--- config.mk ---
export PLATFORM = sky130hd
export DESIGN_NAME = sound_latch_irq_flat
export DESIGN_NICKNAME = d
export VERILOG_FILES = /design/src/rtl/tc_sound_pkg.sv /design/src/rtl/sound_latch_irq_if.sv /design/src/rtl/z80_irq_timer.sv /design/src/rtl/sound_latch_irq.sv /design/src/flat_wrapper.sv
export SDC_FILE = /design/constraint.sdc
export NUM_CORES = 1
export LEC_CHECK = 0
export CAP_MARGIN = 30
export CORE_AREA = 2 2 61 92
export DETAILED_ROUTE_END_ITERATION = 7
export DIE_AREA = 0 0 63 94
export SLEW_MARGIN = 40
export SYNTH_ARGS = -nofsm -noshare
export SYNTH_HDL_FRONTEND = slang
export SYNTH_HIERARCHICAL = 1
export SYNTH_SLANG_ARGS = --single-unit
--- constraint.sdc ---
create_clock -name clk -period 2.9 [get_ports clk]
set_clock_uncertainty 0.05 [all_clocks]
set_input_delay 0.29 -clock clk [delete_from_list [all_inputs] [get_ports clk]]
set_output_delay 0.29 -clock clk [all_outputs]
set_load 0.05 [all_outputs]
--- src/rtl/tc_sound_pkg.sv ---
// Shared constants, INT state encoding and latch encoding for the sound latch block.
// Optional build macro SOUND_LATCH_OVERRUN_EN is used by sound_latch_irq.
package tc_sound_pkg;

   localparam int         IRQ_DIV_DEFAULT = 512;
   localparam logic [7:0] LATCH_CLEAR_VAL = 8'h00;

   typedef enum logic {
      INT_IDLE     = 1'b0,
      INT_ASSERTED = 1'b1
   } int_state_t;

   // Bit 7 of the 68K byte never reaches the Z80; bit 0 is always set so a
   // written command can be told apart from a cleared latch.
   function automatic logic [7:0] latch_encode(input logic [7:0] d);
      logic unused_msb;
      unused_msb = d[7];
      return {d[6:0], 1'b1};
   endfunction

endpackage

--- src/rtl/sound_latch_irq_if.sv ---
// Bus bundle between the address decoder / CPUs (master) and the sound latch block (slave).
// Optional build macro SOUND_LATCH_OVERRUN_EN does not change this interface.
interface sound_latch_irq_if;

   logic [15:0] m68k_dout;
   logic        m68k_rw;
   logic        m68k_lds_n;
   logic        sound_latch_cs;
   logic        z80_latch_r_cs;
   logic        z80_latch_clr_cs;
   logic        z80_M1_n;
   logic        z80_IORQ_n;
   logic [7:0]  latch_dout;
   logic        latch_pending;
   logic        z80_int_n;
   logic        int_ack;

   modport master (
      output m68k_dout, m68k_rw, m68k_lds_n, sound_latch_cs,
             z80_latch_r_cs, z80_latch_clr_cs, z80_M1_n, z80_IORQ_n,
      input  latch_dout, latch_pending, z80_int_n, int_ack
   );

   modport slave (
      input  m68k_dout, m68k_rw, m68k_lds_n, sound_latch_cs,
             z80_latch_r_cs, z80_latch_clr_cs, z80_M1_n, z80_IORQ_n,
      output latch_dout, latch_pending, z80_int_n, int_ack
   );

endinterface

--- src/rtl/z80_irq_timer.sv ---
// Periodic Z80 maskable-interrupt generator: 16-bit enable counter plus IDLE/ASSERTED INT FSM.
// Optional build macro SOUND_LATCH_OVERRUN_EN has no effect here.
module z80_irq_timer
   import tc_sound_pkg::*;
#(
   parameter int IRQ_DIV = IRQ_DIV_DEFAULT
) (
   input  logic clk,
   input  logic reset,
   input  logic clk_en_z80,
   input  logic ack,
   output logic z80_int_n,
   output logic int_ack
);

   localparam logic [15:0] TIMER_LAST = 16'(IRQ_DIV - 1);

   logic [15:0] timer_reg, timer_next;
   int_state_t  state_reg, state_next;
   logic        int_ack_reg, int_ack_next;
   logic        irq_req;
   logic        ack_take;

   assign irq_req  = clk_en_z80 & (timer_reg == TIMER_LAST);
   assign ack_take = clk_en_z80 & ack;

   always_ff @(posedge clk or posedge reset) begin
      if (reset) begin
         timer_reg   <= '0;
         state_reg   <= INT_IDLE;
         int_ack_reg <= 1'b0;
      end else begin
         timer_reg   <= timer_next;
         state_reg   <= state_next;
         int_ack_reg <= int_ack_next;
      end
   end

   // Requests arriving while ASSERTED (or on the ack clk) are simply dropped.
   always_comb begin
      timer_next   = timer_reg;
      state_next   = state_reg;
      int_ack_next = 1'b0;
      if (clk_en_z80) begin
         timer_next = (timer_reg == TIMER_LAST) ? 16'd0 : timer_reg + 16'd1;
      end
      case (state_reg)
         INT_IDLE: begin
            if (irq_req) begin
               state_next = INT_ASSERTED;
            end
         end
         INT_ASSERTED: begin
            if (ack_take) begin
               state_next   = INT_IDLE;
               int_ack_next = 1'b1;
            end
         end
      endcase
   end

   assign z80_int_n = (state_reg != INT_ASSERTED);
   assign int_ack   = int_ack_reg;

endmodule

--- src/rtl/sound_latch_irq.sv ---
// 68K-to-Z80 sound command latch with pending flag and periodic Z80 INT generation.
// Define SOUND_LATCH_OVERRUN_EN to add the debug overrun_cnt output.
module sound_latch_irq
   import tc_sound_pkg::*;
#(
   parameter int IRQ_DIV = IRQ_DIV_DEFAULT
) (
   input  logic             clk,
   input  logic             reset,
   input  logic             clk_en_z80,
   sound_latch_irq_if.slave bus
`ifdef SOUND_LATCH_OVERRUN_EN
   ,
   output logic [7:0]       overrun_cnt
`endif
);

   logic       wr_strobe;
   logic       wr_strobe_reg;
   logic       wr_take;
   logic       rd_take;
   logic       clr_take;
   logic       ack_cycle;
   logic [7:0] latch_reg;
   logic       pending_reg;
   logic       unused_hi;

   assign unused_hi = &{1'b0, bus.m68k_dout[15:8]};

   assign wr_strobe = bus.sound_latch_cs & ~bus.m68k_rw & ~bus.m68k_lds_n;
   assign wr_take   = wr_strobe & ~wr_strobe_reg;
   assign rd_take   = clk_en_z80 & bus.z80_latch_r_cs;
   assign clr_take  = clk_en_z80 & bus.z80_latch_clr_cs;

   // A fresh 68K write beats any Z80 read/clear landing on the same clk.
   always_ff @(posedge clk or posedge reset) begin
      if (reset) begin
         wr_strobe_reg <= 1'b0;
         latch_reg     <= LATCH_CLEAR_VAL;
         pending_reg   <= 1'b0;
      end else begin
         wr_strobe_reg <= wr_strobe;
         if (wr_take) begin
            latch_reg   <= latch_encode(bus.m68k_dout[7:0]);
            pending_reg <= 1'b1;
         end else if (clr_take) begin
            latch_reg   <= LATCH_CLEAR_VAL;
            pending_reg <= 1'b0;
         end else if (rd_take) begin
            pending_reg <= 1'b0;
         end
      end
   end

   assign bus.latch_dout    = latch_reg;
   assign bus.latch_pending = pending_reg;

`ifdef SOUND_LATCH_OVERRUN_EN
   logic [7:0] overrun_reg;

   always_ff @(posedge clk or posedge reset) begin
      if (reset) begin
         overrun_reg <= 8'h00;
      end else if (wr_take && pending_reg && (overrun_reg != 8'hFF)) begin
         overrun_reg <= overrun_reg + 8'd1;
      end
   end

   assign overrun_cnt = overrun_reg;
`endif

   assign ack_cycle = ~bus.z80_M1_n & ~bus.z80_IORQ_n;

   z80_irq_timer #(
      .IRQ_DIV (IRQ_DIV)
   ) u_irq_timer (
      .clk        (clk),
      .reset      (reset),
      .clk_en_z80 (clk_en_z80),
      .ack        (ack_cycle),
      .z80_int_n  (bus.z80_int_n),
      .int_ack    (bus.int_ack)
   );

endmodule

--- src/flat_wrapper.sv ---
// flat-port wrapper written by rule: the top's interface ports become plain ports
module sound_latch_irq_flat import tc_sound_pkg::*;
#(
   parameter int IRQ_DIV = IRQ_DIV_DEFAULT
)
  (clk, reset, clk_en_z80, bus_m68k_dout, bus_m68k_rw, bus_m68k_lds_n, bus_sound_latch_cs, bus_z80_latch_r_cs, bus_z80_latch_clr_cs, bus_z80_M1_n, bus_z80_IORQ_n, bus_latch_dout, bus_latch_pending, bus_z80_int_n, bus_int_ack);
  sound_latch_irq_if bus_i ();
  input  logic clk;
  input  logic reset;
  input  logic clk_en_z80;
  input wire logic [$bits(bus_i.m68k_dout)-1:0] bus_m68k_dout;
  input wire logic [$bits(bus_i.m68k_rw)-1:0] bus_m68k_rw;
  input wire logic [$bits(bus_i.m68k_lds_n)-1:0] bus_m68k_lds_n;
  input wire logic [$bits(bus_i.sound_latch_cs)-1:0] bus_sound_latch_cs;
  input wire logic [$bits(bus_i.z80_latch_r_cs)-1:0] bus_z80_latch_r_cs;
  input wire logic [$bits(bus_i.z80_latch_clr_cs)-1:0] bus_z80_latch_clr_cs;
  input wire logic [$bits(bus_i.z80_M1_n)-1:0] bus_z80_M1_n;
  input wire logic [$bits(bus_i.z80_IORQ_n)-1:0] bus_z80_IORQ_n;
  output wire logic [$bits(bus_i.latch_dout)-1:0] bus_latch_dout;
  output wire logic [$bits(bus_i.latch_pending)-1:0] bus_latch_pending;
  output wire logic [$bits(bus_i.z80_int_n)-1:0] bus_z80_int_n;
  output wire logic [$bits(bus_i.int_ack)-1:0] bus_int_ack;
  assign bus_i.m68k_dout = bus_m68k_dout;
  assign bus_i.m68k_rw = bus_m68k_rw;
  assign bus_i.m68k_lds_n = bus_m68k_lds_n;
  assign bus_i.sound_latch_cs = bus_sound_latch_cs;
  assign bus_i.z80_latch_r_cs = bus_z80_latch_r_cs;
  assign bus_i.z80_latch_clr_cs = bus_z80_latch_clr_cs;
  assign bus_i.z80_M1_n = bus_z80_M1_n;
  assign bus_i.z80_IORQ_n = bus_z80_IORQ_n;
  assign bus_latch_dout = bus_i.latch_dout;
  assign bus_latch_pending = bus_i.latch_pending;
  assign bus_z80_int_n = bus_i.z80_int_n;
  assign bus_int_ack = bus_i.int_ack;
  sound_latch_irq #(.IRQ_DIV(IRQ_DIV)) u_core (.clk(clk), .reset(reset), .clk_en_z80(clk_en_z80), .bus(bus_i));
endmodule
==> results.md, run 1 <==
- Outcome: finished, final reports clean
- Routed WL: 2.54 mm
- Die area: 0.00592 sq mm
- Slew headroom: 54.0%
- Largest net degree at the start of global routing: 19
- Yosys warns: 6
- CTS Sinks: 28
- Buffers on Ports: 27
- Vias in the first global route: 1011
- Flops & latches, synth: 28
- Layout cells sized above 1: 11.8%
- Routed len/inst: 12.5 um
- Reg2reg setup slack: 1230 ps
- Reported max-cap violation count: 0
- Slew @ Worst Pin: 690 ps
- Worst endpoint required time: 2560 ps
- CTS tree: done
- Placed wire-length estimate: 2.00 mm
- Initial DRT Pass Iterations: 4
- Tcrit/Tclk final: 64.4%
- DRT antenna net count: 0
- Design Area, Final: 0.00172 sq mm
- Crit path to: bus_z80_int_n
- Final number of hold-violating endpoints: 0
- Total vias in the final route: 900
- Slew Limit Fails: 0
- Starting Density: 25.8%
- TritonCTS Buffers: 3
- Total I/O pin count: 37
- CTS H-tree depth: 1
- Post-synthesis sequential area ratio: 53.4%
- Mapped Nets: 134
- Ant diodes: 0
- Max reg flops: 16
- DRT iter0 DRCs: 6
- RSZ-0062 raised after global routing: false
- Setup_tns: 0 ps
- Cells after Synth: 107
- Hold_buf cts: 0
- P&R area growth vs syn: 30.8%
- Filler instances: 518
- Net count, final: 164
- Post-Syn Area: 0.00131 sq mm
- Placement Cell Area: 0.00164 sq mm
- Clock latency on the worst-skew pair: 280 ps
- Row Count: 32
- Path type of the worst min-delay path: primary input to async pin
- Leakage power: 0.769 nW
- Clk slew on worst S/H paths: 100 ps
- Final GP Congestion: 0.700
- FF-to-FF path depth: 5
- CP startpoint: u_core/u_irq_timer/state_reg
- Post-CTS setup buffer count: 0
- Worst Path Max Fanout: 3
- GRT Residual Overflow: 0
- GRT Overall Usage: 9.60%
- Die height: 94 um
- Period minus WS final: 1870 ps
- CP Class: flop to output pin
- Final setup vio count: 0
- CORE AREA: 0.00508 sq mm
- Clk buf depth: 2
- Peak VDD IR: 0.259 mV
- Worst Setup End Kind: output pin
- Die width: 63 um
- Worst flop-to-flop path startpoint: u_core/u_irq_timer/timer_reg[0]
- CP Launch Type: flop
- Synth Area per Inst: 12.3 sq um
- First-pass GRT wire length: 4.48 mm
- CTS resizes: 0
- Initial antenna violation count: 0
- Max frequency: 535 MHz
- Remaining DRCs: 0
- PwrDens: 634 mW/mm^2
- Reg-to-reg endpoint: u_core/u_irq_timer/state_reg
- Crit path DAT: 1530 ps
- Drt via density: 4.41
- Root Driver: clkbuf_8
- Cell variety after synth: 26
where the power goes:
part | total, mW | switching [mW] | internal (mW)
sequential | 0.530 | 0.0759 | 0.455
clock | 0.303 | 0.118 | 0.185
combinational | 0.253 | 0.131 | 0.122
cell families after synthesis:
kind of cell / count (synthesis) / share of synthesized area [%]
adders and majority gates: 1 / 0.954
AOI/OAI and AO/OA: 11 / 6.68
and+or+nand+nor: 37 / 16.7
buffers and inverters: 7 / 3.43
muxes: 8 / 8.78
DFF: 28 / 53.4
xor gates and xnor gates: 15 / 10.0
layer usage:
metal | track usage, % | routed length [um]
met1 | 9.61 | 966
met4 | 3.89 | 36
met5 | 0 | 0
met2 | 18.8 | 1430
met3 | 2.04 | 106
cell type report:
cell class | count | area (sq um) | share of cell area [%]
Sequential cell | 28 | 701 | 40.8
Multi-Input combinational cell | 72 | 566 | 33.0
Timing Repair Buffer | 28 | 278 | 16.2
Tap cell | 68 | 85.1 | 4.96
Clock buffer | 3 | 41.3 | 2.41
Clock inverter | 1 | 30.0 | 1.75
Inverter | 4 | 15.0 | 0.875
how the worst min path moves through the flow:
stage,start,end,cells after the start
finish,reset,u_core/bus.latch_dout[0],2
global route,reset,u_core/bus.latch_dout[7],2
CTS,reset,u_core/bus.latch_dout[0],2
detailed placement,u_core/bus.latch_pending,u_core/bus.latch_pending,1
global placement,u_core/u_irq_timer/timer_reg[15],u_core/u_irq_timer/timer_reg[15],1
floorplan,reset,u_core/bus.latch_dout[0],1
synthesized netlist by cell type:
cell,number,area [sq um]
dfrtp_1,28,701
xnor2_1,12,105
nor2_1,9,33.8
a21boi_0,7,52.6
mux2_4,7,105
nand2_1,7,26.3
nand3_1,5,25.0
inv_1,4,15.0
and3_1,3,18.8
nor3_1,3,15.0
xor2_1,3,26.3
a21bo_2,2,20.0
and4_1,2,17.5
buf_6,2,22.5
nand4_1,2,12.5
buf_4,1,7.51
ha_1,1,12.5
mux2i_1,1,10.0
nand4_4,1,21.3
nor3_4,1,16.3
nor3b_1,1,7.51
nor4_1,1,6.26
nor4b_1,1,8.76
o21ai_0,1,5.00
o21ba_1,1,10.0
or4b_1,1,10.0
stage by stage:
stage	worst slack, ps	hold slack (ps)	util, %	cells	power (mW)
finish	1030	256	33.7	204	1.09
global route	969	298	33.7	204	1.15
CTS	1020	272	33.7	204	1.10
detailed placement	840	429	32.3	200	0.791
global placement	868	415	32.3	200	0.782
floorplan	1440	80.2	-	107	0.705
layout by cell type, fill, tap and decap left out, drive strengths merged, types with 3 or more instances in the layout:
cell type / count
clkdlybuf4s50: 27
mux2: 7
nand2: 7
inv: 4
dfrtp: 28
clkbuf: 3
and3: 3
a21boi: 7
nand3: 5
nand4: 3
nor2: 9
xnor2: 12
nor3: 4
xor2: 3
worst max-delay path, cell delays in order, from the launching register on:
cell and delay (ps):
dfrtp_1 400, inv_1 60, clkdlybuf4s50_1 790
No activity file was read; power rests on OpenSTA's default activity.
==> inputs of run 2 (changes only) <==
Clock period 2.9 ns to 1.9 ns, I/O delays scaled along.
==> run 2 against run 1 <==
Effect of this change:
- first-iteration DRC count up 50%
- flip-flop and latch count unchanged
- routed wire length down 0.28%
- register-to-register slack worse by 960 ps
- critical path depth unchanged
- count of clock-buffer cells in the layout up 1
==> results.md, run 2 (synthesis gave the netlist of run 1 again) <==
- Net count, final: 167
- CORE AREA: 0.00508 sq mm
- Routed WL: 2.54 mm
- Initial DRT Pass Iterations: 4
- Tcrit/Tclk final: 93.0%
- CTS tree: done
- Placed insts: 203
- Crit path DAT: 1530 ps
- Worst endpoint required time: 1660 ps
- Layout cells sized above 1: 13.7%
- Worst stage delay on the critical path: 790 ps
- PwrDens: 915 mW/mm^2
- Slew @ Worst Pin: 519 ps
- Final number of hold-violating endpoints: 0
- Vias in the first global route: 1023
- DRT iter0 DRCs: 9
- Slew headroom: 65.3%
- Ant diodes: 0
- First-pass GRT wire length: 4.60 mm
- TritonCTS Buffers: 3
- GRT Overall Usage: 9.80%
- Final setup vio count: 0
- Total I/O pin count: 37
- Worst Path Max Fanout: 3
- Die width: 63 um
- Leakage power: 0.776 nW
- Path type of the worst min-delay path: primary input to async pin
- Root Driver: clkbuf_8
- Buffers on Ports: 27
- CTS H-tree depth: 1
- Max frequency: 566 MHz
- Setup_tns: 0 ps
- Slew Limit Fails: 0
- Period minus WS final: 1770 ps
- DRT antenna net count: 0
- CTS resizes: 0
- Reported max-cap violation count: 0
- Remaining DRCs: 0
- Hold_buf cts: 0
- Starting Density: 25.8%
- Largest net degree at the start of global routing: 19
- Commonest non-fill, non-tap cells in the layout: dfrtp_1 (28), clkdlybuf4s50_1 (27), xnor2_1 (12)
- CP Launch Type: flop
- FF-to-FF path depth: 5
- GRT Residual Overflow: 0
- Clock latency on the worst-skew pair: 280 ps
- CTS Sinks: 28
- P&R area growth vs syn: 31.3%
- Die area: 0.00592 sq mm
- CP max-delay cell: clkdlybuf4s50_1
- CP Cell Sequence: inv_1 > clkdlybuf4s50_1
- Post-CTS setup buffer count: 0
- Initial antenna violation count: 0
- RSZ-0062 raised after global routing: false
- Final GP Congestion: 0.691
- Routed len/inst: 12.2 um
- Clk slew on worst S/H paths: 90 ps
- Max reg flops: 16
- Hold Slack: 162 ps
- Most common cell after layout, fill and taps aside: dfrtp_1
- Clk buf depth: 2
- Die height: 94 um
- Peak VDD IR: 0.429 mV
- Drt via density: 4.25
- Worst Setup End Kind: output pin
- CP Class: flop to output pin
- Row Count: 32
- Non-Filler Instances: 207
- Outcome: finished, final reports clean
- Total vias in the final route: 879
- Placed wire-length estimate: 1.97 mm
-- run 2: cell count changes in the layout (fill, tap and decap cells not counted), sizes merged --
cell / before / now
buf: 1 / 4
bufinv: 1 / 0
clkbuf: 3 / 4
-- run 2: final cells by class --
cell class              count  area [sq um]
clock buffers               4          55.1
fillers                   536          3360
inverters                   4          15.0
multi-input cells          72           566
flip-flops and latches     28           701
well taps                  68          85.1
repair buffers             31           300
-- run 2: worst paths after layout --
path                                                        from                               end  slack (ps)
max in group asynchronous                                  reset          u_core/bus.latch_pending        1370
worst max register to register   u_core/u_irq_timer/timer_reg[0]      u_core/u_irq_timer/state_reg         270
worst min register to register  u_core/u_irq_timer/timer_reg[15]  u_core/u_irq_timer/timer_reg[15]         430
worst min-delay path                                       reset          u_core/bus.latch_dout[1]         160
min in group clk                                     bus_m68k_rw              u_core/wr_strobe_reg         420
worst max-delay path                u_core/u_irq_timer/state_reg                     bus_z80_int_n         130
-- run 2: worst max-delay path: cells and delay by family (launching register included) --
family / cells / cell delay [ps]
buffers and inverters: 2 / 850
DFF: 1 / 410
-- run 2: per-stage QoR --
step                      utilization (%)  total power [mW]  setup WS, ps  cell area (sq um)
after global placement               32.8              1.20           110               1670
after CTS                            33.9              1.60           118               1720
final                                33.9              1.58           133               1720
after floorplan                         -              1.08           439               1310
after global routing                 33.9              1.67          71.3               1720
after detailed placement             32.8              1.22          88.3               1670
-- run 2: per-layer routing --
metal  vias to the layer above  track usage [%]  share of wire, %
li1                        433                -                 -
met1                       415             10.4                38
met2                        28             19.1                56
met3                         3             1.32               4.3
met4                         0             3.89               1.3
met5                         -                0                 0
-- run 2: power breakdown --
| part | leakage (nW) | internal (mW) | switching, mW |
|---|---|---|---|
| Combinational | 0.381 | 0.189 | 0.207 |
| Sequential | 0.367 | 0.694 | 0.118 |
| Clock | 0.0288 | 0.186 | 0.182 |
